==> src/rtl/sockit_spi_pkg.sv <==
// Shared constants and FIFO entry type for the SPI receive-side data packer.
package sockit_spi_pkg;

    localparam int SDW = 8;
    localparam int QDW = 32;

    localparam logic [1:0] IOM_3W   = 2'd0;
    localparam logic [1:0] IOM_SPI  = 2'd1;
    localparam logic [1:0] IOM_DUAL = 2'd2;
    localparam logic [1:0] IOM_QUAD = 2'd3;

    localparam int CTL_NEW = 3;
    localparam int CTL_LST = 2;

    typedef struct packed {
        logic [QDW-1:0] dat;
        logic [1:0]     bcn;
        logic           lst;
    } dpk_ent_t;

endpackage

==> src/rtl/sockit_spi_dpk_fifo.sv <==
// Dual-push, single-pop first-word-fall-through FIFO; ent0 is always the older word.
module sockit_spi_dpk_fifo
    import sockit_spi_pkg::*;
#(
    parameter int FFD = 4,
    parameter int FFL = 2
) (
    input  logic           spi_sclk,
    input  logic           rst,
    input  logic [1:0]     push,
    input  dpk_ent_t       ent0,
    input  dpk_ent_t       ent1,
    input  logic           pop,
    output dpk_ent_t       head,
    output logic           empty,
    output logic [FFL:0]   free
);

    logic [FFL:0] wptr, rptr, cnt, wptr1;
    logic         do_pop;
    dpk_ent_t     mem [FFD];

    assign cnt    = wptr - rptr;
    assign empty  = (cnt == '0);
    assign free   = (FFL+1)'(FFD) - cnt;
    assign wptr1  = wptr + (FFL+1)'(1);
    assign do_pop = pop & ~empty;
    // Empty FIFO presents an all-zero entry rather than stale storage.
    assign head   = empty ? '0 : mem[rptr[FFL-1:0]];

    always_ff @(posedge spi_sclk) begin
        if (push != 2'd0) mem[wptr[FFL-1:0]] <= ent0;
        if (push == 2'd2) mem[wptr1[FFL-1:0]] <= ent1;
    end

    always_ff @(posedge spi_sclk or posedge rst) begin
        if (rst) begin
            wptr <= '0;
            rptr <= '0;
        end else begin
            wptr <= wptr + (FFL+1)'(push);
            if (do_pop) rptr <= rptr + (FFL+1)'(1);
        end
    end

endmodule

==> src/rtl/sockit_spi_dpk.sv <==
// SPI receive data packer: lane de-interleave, little-endian word packing, output FIFO.
// Optional byte counter (sts_clr/sts_cnt) enabled by defining SOCKIT_SPI_DPK_CNT_EN.
module sockit_spi_dpk
    import sockit_spi_pkg::*;
#(
    parameter int SDW = 8,
    parameter int QCI = 4,
    parameter int QDW = 32,
    parameter int FFD = 4,
    parameter int FFL = 2
) (
    input  logic           spi_sclk,
    input  logic           rst,
`ifdef SOCKIT_SPI_DPK_CNT_EN
    input  logic           sts_clr,
    output logic [15:0]    sts_cnt,
`endif
    input  logic           qui_req,
    input  logic [QCI-1:0] qui_ctl,
    input  logic [QDW-1:0] qui_dat,
    output logic           qui_grt,
    output logic           pkd_req,
    output logic [QDW-1:0] pkd_dat,
    output logic [1:0]     pkd_bcn,
    output logic           pkd_lst,
    input  logic           pkd_grt
);

    logic [QDW-1:0] acc, acc_base, unit, placed;
    logic [2:0]     acc_cnt, cnt_base, cnt_sum, n;
    logic           xfer, flush, spill, restart, close, empty;
    logic [1:0]     iom, push;
    logic [FFL:0]   free;
    dpk_ent_t       ent_a, ent_b, ent0, head;

    assign iom  = qui_ctl[1:0];
    assign xfer = qui_req & qui_grt;

    always_comb begin
        unit = '0;
        n    = 3'd1;
        case (iom)
            IOM_3W:  unit[SDW-1:0] = qui_dat[0+:SDW];
            IOM_SPI: unit[SDW-1:0] = qui_dat[SDW+:SDW];
            IOM_DUAL: begin
                n = 3'd2;
                for (int k = 0; k < SDW; k++)
                    for (int j = 0; j < 2; j++)
                        unit[2*k+j] = qui_dat[j*SDW+k];
            end
            default: begin
                n = 3'd4;
                for (int k = 0; k < SDW; k++)
                    for (int j = 0; j < 4; j++)
                        unit[4*k+j] = qui_dat[j*SDW+k];
            end
        endcase
    end

    // A new frame or a spill flushes the old partial word; the unit then starts fresh.
    assign flush    = qui_ctl[CTL_NEW] & (acc_cnt != 3'd0);
    assign spill    = ~flush & ((acc_cnt + n) > 3'd4);
    assign restart  = flush | spill;
    assign cnt_base = restart ? 3'd0 : acc_cnt;
    assign acc_base = restart ? '0 : acc;
    assign placed   = acc_base | (unit << {cnt_base, 3'b000});
    assign cnt_sum  = cnt_base + n;
    assign close    = (cnt_sum == 3'd4) | qui_ctl[CTL_LST];

    assign ent_a = '{dat: acc, bcn: 2'(acc_cnt - 3'd1), lst: flush};
    assign ent_b = '{dat: placed, bcn: 2'(cnt_sum - 3'd1), lst: qui_ctl[CTL_LST]};
    assign ent0  = restart ? ent_a : ent_b;
    assign push  = xfer ? ({1'b0, restart} + {1'b0, close}) : 2'd0;

    always_ff @(posedge spi_sclk or posedge rst) begin
        if (rst) begin
            acc     <= '0;
            acc_cnt <= 3'd0;
        end else if (xfer) begin
            acc     <= close ? '0 : placed;
            acc_cnt <= close ? 3'd0 : cnt_sum;
        end
    end

    sockit_spi_dpk_fifo #(.FFD(FFD), .FFL(FFL)) u_fifo (
        .spi_sclk (spi_sclk),
        .rst      (rst),
        .push     (push),
        .ent0     (ent0),
        .ent1     (ent_b),
        .pop      (pkd_grt),
        .head     (head),
        .empty    (empty),
        .free     (free)
    );

    assign qui_grt = (free >= (FFL+1)'(2));
    assign pkd_req = ~empty;
    assign pkd_dat = head.dat;
    assign pkd_bcn = head.bcn;
    assign pkd_lst = head.lst;

`ifdef SOCKIT_SPI_DPK_CNT_EN
    logic [15:0] cnt_base16;
    logic [16:0] cnt_next;

    assign cnt_base16 = sts_clr ? 16'd0 : sts_cnt;
    assign cnt_next   = {1'b0, cnt_base16} + 17'(n);

    always_ff @(posedge spi_sclk or posedge rst) begin
        if (rst)
            sts_cnt <= 16'd0;
        else if (xfer)
            sts_cnt <= cnt_next[16] ? 16'hFFFF : cnt_next[15:0];
        else if (sts_clr)
            sts_cnt <= 16'd0;
    end
`endif

endmodule

==> config.mk <==
export PLATFORM = sky130hd
export DESIGN_NAME = sockit_spi_dpk
export DESIGN_NICKNAME = d
export VERILOG_FILES = /design/src/rtl/sockit_spi_pkg.sv /design/src/rtl/sockit_spi_dpk_fifo.sv /design/src/rtl/sockit_spi_dpk.sv
export SDC_FILE = /design/constraint.sdc
export NUM_CORES = 1
export LEC_CHECK = 0
export BUFFER_PORTS_ARGS = -buffer_cell sky130_fd_sc_hd__buf_4
export CORE_AREA = 5 5 147 163
export CTS_CLUSTER_SIZE = 8
export DETAILED_ROUTE_END_ITERATION = 8
export DIE_AREA = 0 0 152 168
export PLACE_DENSITY = 0.67
export SYNTH_ARGS = -nofsm -noshare
export SYNTH_HDL_FRONTEND = slang
export SYNTH_SLANG_ARGS = --single-unit
==> constraint.sdc <==
create_clock -name spi_sclk -period 10.9 [get_ports spi_sclk]
set_input_delay 0 -clock spi_sclk [delete_from_list [all_inputs] [get_ports spi_sclk]]
set_output_delay 0 -clock spi_sclk [all_outputs]
set_load 0.005 [all_outputs]
Yosys cells after proc, flatten, opt, wreduce, memory -nomap -nowiden:

Memory sizes are Yosys's and may differ from the RTL's.
Index checks and enable logic that the tools add are counted.

* bits in registers: 41
* bits in writable memories: 140
* input bits: 40
* output and inout port bits: 37
* logic and storage cells: 52
* memories kept: 1

* add/sub/neg operators: 10
* order comparisons: 2
* eq/ne operators: 4
* shift operators: 1
* mux-type cells: 15
* bitwise operators: 9
* reduce and logical (&&, ||, !) cells: 6

Memories
* u_fifo.mem: depth 4, bits a word 35, read ports 1, clocked after Yosys merged registers in 0, write ports 2, RTL line sockit_spi_dpk_fifo.sv:21 `dpk_ent_t mem [FFD];`

Operators by type and width (number)
* 35-bit 2-to-1 mux: 2
* 32-bit 2-to-1 mux: 2
* 32-bit OR: 1
* 32-bit by 6-bit << shifter with 32-bit output: 1
* 8-bit one-hot mux with 3 select lines: 1
* 16-bit 2-to-1 mux: 1
* 8-bit one-hot mux with 2 select lines: 1
* 3-bit adder: 2
* 3-bit 2-to-1 mux: 2
* 3-bit one-hot mux with 2 select lines: 1
* 1-bit AND: 4
* 2-bit == test (second input constant): 2
* 1-bit 2-to-1 mux: 4
* 2-bit by 1-bit subtractor with 2-bit output (second input constant): 2
* 3-bit by 1-bit adder with 3-bit output (second input constant): 1
* 3-bit by 2-bit adder with 3-bit output: 1
* 3-bit == test (second input constant): 1
* 3-bit by 2-bit greater-or-equal comparator with 1-bit output (second input constant): 1
* 3-bit greater-than comparator (second input constant): 1
* 3-bit zero test: 1
* 3-bit nonzero test: 1
* 3-bit OR reduction: 1
* 3-bit subtractor: 1
* 3-bit subtractor (first input constant): 1
* other kinds (9): 11

Logic depth before layout (Yosys ltp):

* depth after elaboration: 16
* gate-level depth with buffers: 31
* gate-level depth less buffers: 24

By module:

Synthesis repeated with hierarchy kept, for this count alone.

* cells, all modules: 830
* area, all modules: 10741.6 µm²

By module, submodules not included
* sockit_spi_dpk_fifo: instances 1, cells each 458, area each 7467.2 µm², sequential area each 4354.2 µm²
* sockit_spi_dpk: instances 1, cells each 372, area each 3274.4 µm², sequential area each 875.8 µm²

Worst setup path before layout:

No wires, ideal clock.

* path type: input to register
* start point: in qui_ctl[0]
* end point: mem u_fifo.mem[1][0] in the netlist's numbering, enable pin
* data arrival time: 7280 ps
* required time: 10429 ps
* slack: 3149 ps
* cell stages on the path: 25
* buffers on the path: 7
* cells stage by stage: buf_4 -> buf_2 -> buf_2 -> buf_2 -> nand2b_1 -> fa_1 -> xnor2_2 -> xor2_2 -> a21boi_4 -> inv_2 -> buf_2 -> buf_2 -> buf_2 -> nor2_1 -> ha_1 -> inv_1 -> fa_1 -> ha_1 -> a31o_2 -> nor3b_4 -> inv_1 -> ha_1 -> nor2b_1 -> a21oi_1 -> nor3_1

RTL lines
* start: declaration: RTL line sockit_spi_dpk.sv:19 `input logic [QCI-1:0] qui_ctl,`
* end: declaration: RTL line sockit_spi_dpk_fifo.sv:21

==> summary.txt <==
Run status
  – Status: complete, no violations

Cells and area
  – Nets: approximately 1100
  – Layout cells sized above 1: between 10% and 20%
  – Fin area: roughly 12000 um^2
  – ANT cells: 0
  – Area grow syn2layout: 12.9%

Min path
  – Hold Startpoint: qui_dat[30]
  – Hold Path Sink: acc[27]$_DFFE_PP0P_
  – Worst hold path class: input pin to flip-flop
  – Hold path cells: 3

Setup path
  – CP max stage delay: approximately 860 ps
  – Top Family by Delay on Critical Path: simple AND/OR/NAND/NOR gates
  – FF-to-FF setup slack: roughly 2600 ps
  – Launch point of the worst path: acc_cnt[1]$_DFFE_PP0P_
  – Crit Path Max Fanout: 53
  – Max stage delay cell, worst path: dfrtp_1
  – Worst EP required: 11060 ps
  – CP Buf/Inv Count: 5
  – Startpoint Class: flip-flop
  – Cell count of the worst reg-to-reg path: 21
  – Critical Path AT: around 8400 ps
  – Critical path type: flip-flop to flip-flop
  – Critical path cell sequence: inv_1, fa_1, xnor2_2, xor2_2, a21boi_4, buf_4, inv_2, nor2_1, ha_1, inv_1, fa_1, ha_1, a31o_2, nor3b_4, inv_1, ha_1, nor2b_1, nand2_1, or3_1, nor2_1, a21oi_1
  – Reg-to-Reg End: u_fifo.mem[2][11]$_DFFE_PP_
  – FF-to-FF Start: acc_cnt[1]$_DFFE_PP0P_
  – CP endpoint kind: flip-flop

Logic synthesis
  – Ys flop type: edfxtp_1
  – Synth unique cells: 72
  – Mapped Nets: between 1000 and 1500
  – Top post-synthesis cells by area: edfxtp_1 39%, dfrtp_1 9.5%, mux4_2 7.9%
  – Syn_area_per_cell: 10.9 um^2
  – Syn Inst Count: between 900 and 1000
  – Post-synth ARST share: approximately 23%
  – EDFF count, synth: between 100 and 150
  – Synth warnings: 0
  – Top-area cell type share of the netlist area: roughly two fifths
  – Yosys top cell by area: edfxtp_1
  – #FFs+latches synth: around 180
  – Netlist Area Pre-Place: about 11000 um^2
  – Sequential cell area fraction in the yosys report: roughly half

Power and ir drop
  – PD cells: approximately 320 nW/um^2
  – Worst VDD drop: roughly 0.21 mV
  – Leakage: about 4.7 nW
  – Power Total: just under 4 mW

Floorplan
  – Initial core utilization: about half
  – Core box area: 22000 um^2
  – Die Height: ~170 um
  – Die Wd: between 150 and 200 um
  – Die area: about 26000 um^2
  – Row count: 57
  – Boundary pin count: 77

Clock network
  – Cts bufs inserted: 17
  – Clk_lat worst skew: between 400 and 500 ps
  – Clk buf depth: 2
  – CTS tree: built
  – Sink Count: ~180
  – H-tree depth reported by CTS: 4
  – Reg clk slew, reported paths: around 70 ps
  – CTS root buf: clkbuf_16
  – Post-CTS Setup Inserts: 0

STA
  – Max-slew violation count: 0
  – Worst-Margin Slew: 1270 ps
  – Skew final: around 9.5 ps
  – Max frequency: roughly 120 MHz
  – RSZ-0062 raised after global routing: false
  – Setup_tns: 0 ps
  – Final worst-path cycle share: roughly three quarters
  – Crit path time final: around 8300 ps
  – Slew headroom: 14.9%
  – Fin. Hold Viols: 0
  – Endpoints failing setup: 0

Route
  – DR pass1 iterations: 5
  – Vias: roughly 8600
  – Starting DRC count in detailed routing: approximately 850
  – WL per Instance: between 20 and 25 um
  – Post-route ant nets: 0
  – DRC Markers: 0
  – Total Routed Length: between 30000 and 40000 um
  – Vias per inst: between 6 and 7

Placed design
  – DP HPWL: around 21000 um
  – Placer congestion estimate: 0.967
  – Buffers on Ports: 76
  – Post-DP Area: around 12000 um^2

Global route
  – Total grt overflow: 0
  – Vias in the first global route: 8562
  – First-pass GRT wire length: roughly 50000 um
  – Total Routing Usage GR: 25.0%
  – Pin count of the biggest net entering global routing: between 50 and 60
  – Initial antenna violation count: 0

Job
  – Max_cap viols: 0
-- Yosys cell counts, types with 10 or more instances --
master / instances
nor2_1: 58
nand3_1: 10
nand2_1: 116
dfrtp_1: 41
ha_1: 11
mux2i_1: 76
nand2b_1: 15
edfxtp_1: 140
a31oi_1: 21
and2_1: 45
o21ai_0: 53
inv_1: 21
clkbuf_1: 42
buf_2: 20
a21oi_1: 126
mux4_2: 38
o31ai_1: 11
-- cells in the final DEF (no fill, tap or decap), drive strengths merged, types with 38 or more instances in the layout --
cell      n
o21ai    59
edfxtp  140
a21oi   126
nor2     60
mux4     38
buf      91
nand2   117
mux2i    76
and2     46
dfrtp    41
-- power by group --
group / switching (mW) / total, mW / leakage [nW] / internal (mW)
clock: 0.292 / 0.622 / 0.279 / 0.330
combinational: 1.24 / 2.10 / 2.63 / 0.865
sequential: 0.110 / 1.22 / 1.83 / 1.11
total: 1.64 / 3.95 / 4.74 / 2.31
-- metal layers --
layer / GRT usage, % / up-vias / share of wire, %
met5: 0 / - / 0
met4: 7.74 / 0 / 2.6
met3: 5.80 / 68 / 8.9
met2: 39.9 / 453 / 47
met1: 34.1 / 4230 / 41
li1: - / 3854 / -
-- registers in the layout (all words and copies together), names as in the netlist --
| register | count |
|---|---|
| acc_cnt | 3 |
| acc | 32 |
| u_fifo.rptr | 3 |
| u_fifo.wptr | 3 |
| u_fifo.mem | 140 |
-- final cells by class --
type | count | area, um^2
Fill cell | 1952 | 9730
Multi-Input combinational cell | 723 | 5240
Sequential cell | 181 | 5230
Timing Repair Buffer | 95 | 723
Clock buffer | 19 | 443
Tap cell | 295 | 369
Clock inverter | 13 | 143
Inverter | 24 | 90.1
-- through the flow --
stage	worst slack [ps]	std cells	hold slack, ps	utilization (%)
after CTS	2750	1350	8.68	55.7
after detailed placement	2810	1314	199	52.9
after global routing	2170	1350	42.5	55.7
after floorplan	3150	998	218	-
after global placement	3090	1314	197	52.9
final	2620	1350	18.1	55.7
-- worst register-to-register path, stage by stage, from the launching register on --
cell	delay, ps
dfrtp_1	860
inv_1	380
fa_1	540
xnor2_2	260
xor2_2	390
a21boi_4	90
buf_4	320
inv_2	780
nor2_1	120
ha_1	220
inv_1	60
fa_1	430
ha_1	250
a31o_2	230
nor3b_4	320
inv_1	200
ha_1	370
nor2b_1	300
nand2_1	170
or3_1	770
nor2_1	740
a21oi_1	180
-- logic make-up (layout without fill, tap and decap cells) --
| group | count (synthesis) | count (layout) | synth area share (%) |
|---|---|---|---|
| simple gates | 283 | 283 | 12.3 |
| mux | 120 | 120 | 15.5 |
| xor+xnor | 11 | 11 | 1.15 |
| fa+ha+maj | 15 | 15 | 2.01 |
| buf+inv | 94 | 151 | 3.69 |
| flops | 181 | 181 | 48.3 |
| compound gates | 294 | 294 | 17.1 |
-- timing repair --
item,in CTS,in global routing
setup endpoints to repair,0,0
resized for setup,0,0
hold endpoints to repair,47,0
hold buffers,4,0
-- worst max path at each step --
stage | end | cells past startpoint
2_1_floorplan | u_fifo.mem[1][0]$_DFFE_PP_ | 25
6_report | u_fifo.mem[2][11]$_DFFE_PP_ | 21
3_5_place_dp | u_fifo.mem[2][8]$_DFFE_PP_ | 21
5_1_grt | u_fifo.mem[2][11]$_DFFE_PP_ | 21
3_3_place_gp | u_fifo.mem[2][3]$_DFFE_PP_ | 21
4_1_cts | u_fifo.mem[2][11]$_DFFE_PP_ | 21
Note: power is estimated with default switching activity, not from simulation.
